`config.mk`:
```
export PLATFORM = sky130hd
export DESIGN_NAME = reg_file_mp
export DESIGN_NICKNAME = d
export VERILOG_FILES = /design/src/rtl/reg_file_mp.sv
export SDC_FILE = /design/constraint.sdc
export NUM_CORES = 2
export LEC_CHECK = 0
export ABC_AREA = 1
export BUFFER_PORTS_ARGS = -buffer_cell sky130_fd_sc_hd__buf_2
export CAP_MARGIN = 20
export CORE_MARGIN = 2
export CORE_UTILIZATION = 40
export CTS_CLUSTER_DIAMETER = 200
export DETAILED_ROUTE_END_ITERATION = 10
export PLACE_DENSITY_LB_ADDON = 0.08
export SYNTH_ARGS = -nofsm -noshare
export SYNTH_HDL_FRONTEND = slang
export SYNTH_SLANG_ARGS = --single-unit
```
`constraint.sdc`:
```
create_clock -name clk -period 3.79 [get_ports clk]
set_input_delay 0.1895 -clock clk [delete_from_list [all_inputs] [get_ports clk]]
set_output_delay 0.1895 -clock clk [all_outputs]
set_load 0.02 [all_outputs]
```
`src/rtl/reg_file_mp.sv`:
```
// reg_file_mp: multi-read-port integer register file with a sequential clear
// engine (stack-pointer preset) and a per-register pending scoreboard.
// Optional build macro: REGFILE_BYPASS_EN. When it is defined, reads are
// write-first and return the same-cycle write data. Otherwise reads are
// read-first.
module reg_file_mp #(
    parameter int XLEN   = 32,
    parameter int DEPTH  = 32,
    parameter int NUM_RD = 2,
    parameter int SP_IDX = 2,
    parameter logic [XLEN-1:0] SP_INIT = 'h000003FC,
    localparam int AW    = $clog2(DEPTH)
) (
    input  logic                   clk,
    input  logic                   rst_n,
    input  logic                   wr_en,
    input  logic [AW-1:0]          wr_addr,
    input  logic [XLEN-1:0]        wr_data,
    input  logic [NUM_RD*AW-1:0]   rd_addr,
    output logic [NUM_RD*XLEN-1:0] rd_data,
    output logic [NUM_RD-1:0]      rd_busy,
    input  logic                   pend_set,
    input  logic [AW-1:0]          pend_addr,
    input  logic                   clr_req,
    output logic                   ready
);

    typedef enum logic [1:0] {
        ST_CLEAR = 2'b00,
        ST_RUN   = 2'b01
    } state_t;

    state_t            state_reg, state_next;
    logic [AW-1:0]     idx_reg, idx_next;
    logic [DEPTH-1:0]  pend_reg, pend_next;

    logic              mem_we;
    logic [AW-1:0]     mem_waddr;
    logic [XLEN-1:0]   mem_wdata;
    logic [XLEN-1:0]   mem [DEPTH];

    logic              run;

    assign run   = (state_reg == ST_RUN);
    assign ready = run;

    // State, sweep index and pending bits; async reset restarts the sweep at 1.
    always_ff @(posedge clk or negedge rst_n) begin
        if (!rst_n) begin
            state_reg <= ST_CLEAR;
            idx_reg   <= AW'(1);
            pend_reg  <= '0;
        end else begin
            state_reg <= state_next;
            idx_reg   <= idx_next;
            pend_reg  <= pend_next;
        end
    end

    // Next-state logic and the single array write port (sweep or user write).
    always_comb begin
        state_next = state_reg;
        idx_next   = idx_reg;
        pend_next  = pend_reg;
        mem_we     = 1'b0;
        mem_waddr  = idx_reg;
        mem_wdata  = '0;
        case (state_reg)
            ST_CLEAR: begin
                // Index 0 is never stored; reads of it are forced to zero.
                mem_we    = 1'b1;
                mem_waddr = idx_reg;
                mem_wdata = (idx_reg == AW'(SP_IDX)) ? SP_INIT : '0;
                if (idx_reg == AW'(DEPTH - 1)) begin
                    state_next = ST_RUN;
                    idx_next   = AW'(1);
                end else begin
                    idx_next = idx_reg + AW'(1);
                end
            end
            ST_RUN: begin
                if (clr_req) begin
                    // Re-clear takes priority; same-cycle write/set are dropped.
                    state_next = ST_CLEAR;
                    idx_next   = AW'(1);
                    pend_next  = '0;
                end else begin
                    if (wr_en && (wr_addr != '0)) begin
                        mem_we    = 1'b1;
                        mem_waddr = wr_addr;
                        mem_wdata = wr_data;
                    end
                    if (wr_en) begin
                        pend_next[wr_addr] = 1'b0;
                    end
                    // Applied after the clear so a new producer wins on the same index.
                    if (pend_set && (pend_addr != '0)) begin
                        pend_next[pend_addr] = 1'b1;
                    end
                end
            end
            default: begin
                state_next = ST_CLEAR;
                idx_next   = AW'(1);
                pend_next  = '0;
            end
        endcase
        pend_next[0] = 1'b0;
    end

    // Register array: no reset, written by the sweep or the write port.
    always_ff @(posedge clk) begin
        if (mem_we) begin
            mem[mem_waddr] <= mem_wdata;
        end
    end

    // Combinational read ports; all outputs held at zero while clearing.
    generate
        for (genvar gi = 0; gi < NUM_RD; gi++) begin : g_rd
            logic [AW-1:0]   ra;
            logic [XLEN-1:0] stored;
            assign ra     = rd_addr[gi*AW +: AW];
            assign stored = (ra == '0) ? '0 : mem[ra];
`ifdef REGFILE_BYPASS_EN
            logic hit;
            assign hit = run && wr_en && !clr_req && (wr_addr != '0) && (wr_addr == ra);
            assign rd_data[gi*XLEN +: XLEN] = !run ? '0 : (hit ? wr_data : stored);
            assign rd_busy[gi] = !run ? 1'b0 :
                                 (hit ? (pend_set && (pend_addr == ra)) : pend_reg[ra]);
`else
            assign rd_data[gi*XLEN +: XLEN] = run ? stored : '0;
            assign rd_busy[gi] = run && pend_reg[ra];
`endif
        end
    endgenerate

endmodule

```
==> flow_summary.ini <==
[status]
status = finished clean

[clock_tree]
cts_root_buf = clkbuf_16
cts_max_level = 3
clock-sinks = 1061
postCtsHoldBufs = 28
cts_max_path_buffers = 3
postCtsResizedCells = 0
clkTransAtPathRegs_ns = 0.06
cts_tree = done
post_cts_buffers = 0
clk_latency_ns = 0.76
cts_buffers = 121

[timing]
worst_slew_pin_slew_ns = 1.137
tns_ns = 0
timing.final.crit_share_pct = 82.81
report.final.slew_viol_count = 0
min_period_ns = 3.138
setup_viol = 0
rsz0062_at_grt = no
hold_viol_final = 0
fin_skew_ns = 0.03003
max_slew_margin_pct = 23.97
whs_ns = 0.04618
fmax_ghz = 0.3186

[min_path]
whs_path_depth = 4
min_to = mem[3][1]
hp-start = wr_data[1]
min_path_type = in2reg

[global_route]
grt_pass1_vias = 45990
grt_usage_pct = 32.20
antenna_found_initial = 7
grt_first_pass_wirelength_um = 327300
grt.overflow.total = 0
grt_start_max_net_pins = 105

[drt]
viasPerCell = 5.820
drtPass1Iterations = 6
drt_iter0_drc = 6034
routed_wl_um = 229600
final_antenna_net_count = 0
vias = 48970
drc = 0
routedWlPerCell_um = 27.29

[logic_synthesis]
synth.area.top_cells = edfxtp_1 (56%), nand2_1 (15%), nand3_1 (11%)
synthFlopType = edfxtp_1
syn_area_mm2 = 0.05483
yosysWarnings = 0
ys_seq_area_share_pct = 57.78
synth-seq-cells = 1061
postSynth.asyncResetShare_pct = 3.487
syn_inst = 6470
synth_fp_nets = 6530
synth.avg_cell_area_um2 = 8.474
yosys.area.top_type = edfxtp_1
synth_edf_count = 1024
netlist-cell-type-count = 33
yosys.area.top_type_share_pct = 56.09

[floorplan]
die_area_mm2 = 0.1400
start_util_pct = 40.37
core_area_mm2 = 0.1358
die_x_um = 374.2
rows = 135
ioPinCount = 124
die_h_um = 374.2

[pwr]
leakagePower_nw = 26.12
powerDensity_mw_per_mm2 = 524.2
vdd_drop_max_uv = 413.3

[critical_path]
path_class = reg2out
arrival_ns = 2.95
r2r-start = state_reg[0]
regToRegSetupSlack_ns = 0.80
start_kind = flip-flop
reg2reg_to = mem[0][20]
reg2reg_depth = 7
path_max_fanout = 32
worstSetupEndpointType = output pin
cp.required_ns = 3.60

[place]
numPlacedInstances = 8164
place_congestion = 0.8836
io_buffers = 123
dp_hpwl_um = 128600

[cells_and_area]
layout-drive-gt1-share_pct = 8.943
fin_cells = 8414
mostFrequentLayoutCells = nand2_1 (2198), nand3_1 (1190), edfxtp_1 (1024)
finalNetCount = 6594
final_common_cell = nand2_1
largest_reg_flops = 1024
post-route-util_pct = 46.20
syn_to_final_growth_pct = 14.43

[run]
drv_cap = 0
[worst max-delay path: stages (launching register included)]
cell and delay, ns:
dfrtp_1 0.36, buf_4 0.25, o21ai_0 0.15, inv_2 0.09, buf_12 0.32, nand2_1 0.14, nor2_1 0.55, buf_2 0.31
[Yosys cell counts (2+ instances only)]
cell type and n:
nor2_1 367, inv_2 7, nand3_1 1190, o22ai_1 3, buf_1 70, o21ai_1 4, o311ai_0 3, buf_4 2
o21a_1 5, inv_1 603, a21oi_1 279, o41ai_1 4, ha_1 3, nand2_1 2198, o211ai_1 78, buf_2 165
nor2_4 2, o21ai_0 173, nand4_1 40, o32ai_1 2, clkbuf_1 190, dfrtp_1 36, edfxtp_1 1024, o31ai_1 3
nor3_1 11
[metrics by stage]
step / power, mW / setup WS, ns / instance area [µm²]
after floorplan: 18.04 / 0.5228 / 54830
after global placement: 21.17 / 0.8181 / 58550
after detailed placement: 21.20 / 0.7916 / 58580
after CTS: 32.94 / 0.7272 / 62730
after global routing: 33.90 / 0.6667 / 62730
final: 32.89 / 0.6515 / 62740
[layer usage]
layer | global-route usage [%] | vias up | part of all wire [%]
li1 | - | 21680 | -
met1 | 44.98 | 23810 | 42
met2 | 50.82 | 2956 | 45
met3 | 4.974 | 523 | 9.8
met4 | 11.59 | 4 | 4.0
met5 | 0 | - | 0.012
[final cells by class]
cell class | count | area, µm²
Inverter | 611 | 2344
Timing Repair Buffer | 369 | 3256
Multi-Input combinational cell | 4370 | 19350
Fill cell | 13020 | 73070
Clock buffer | 145 | 3182
Tap cell | 1781 | 2228
Antenna cell | 2 | 5.005
Clock inverter | 75 | 694.4
Sequential cell | 1061 | 31680
[power breakdown]
group | total (mW) | internal, mW | switching, mW
clock | 11.8 | 6.75 | 5.03
combinational | 6.39 | 1.50 | 4.89
sequential | 14.7 | 14.3 | 0.396
total | 32.9 | 22.6 | 10.3
[worst max-delay path by stage]
stage / endpoint / cells after the start / startpoint / slack (ns)
after floorplan: mem[1][0] / 7 / state_reg[0] / 0.52
after global placement: mem[22][18] / 9 / wr_addr[0] / 0.82
after detailed placement: mem[8][8] / 10 / wr_addr[3] / 0.79
after CTS: rd_data[38] / 7 / state_reg[0] / 0.73
after global routing: mem[8][17] / 9 / state_reg[0] / 0.67
final: rd_data[38] / 7 / state_reg[0] / 0.65
[logic make-up (layout without fill, tap and decap cells)]
| group | after synthesis | count (layout) | synth area share, % |
|---|---|---|---|
| flip-flops | 1061 | 1061 | 57.78 |
| AND/OR/NAND/NOR | 3811 | 3811 | 29.09 |
| adder cells (fa/ha/maj) | 3 | 3 | 0.06847 |
| AO/OA/AOI/OAI | 555 | 555 | 5.534 |
| other | 0 | 2 | 0 |
| XOR/XNOR | 1 | 1 | 0.01598 |
| buffers and inverters | 1039 | 1200 | 7.517 |
Note: power is estimated with default switching activity, not from simulation.
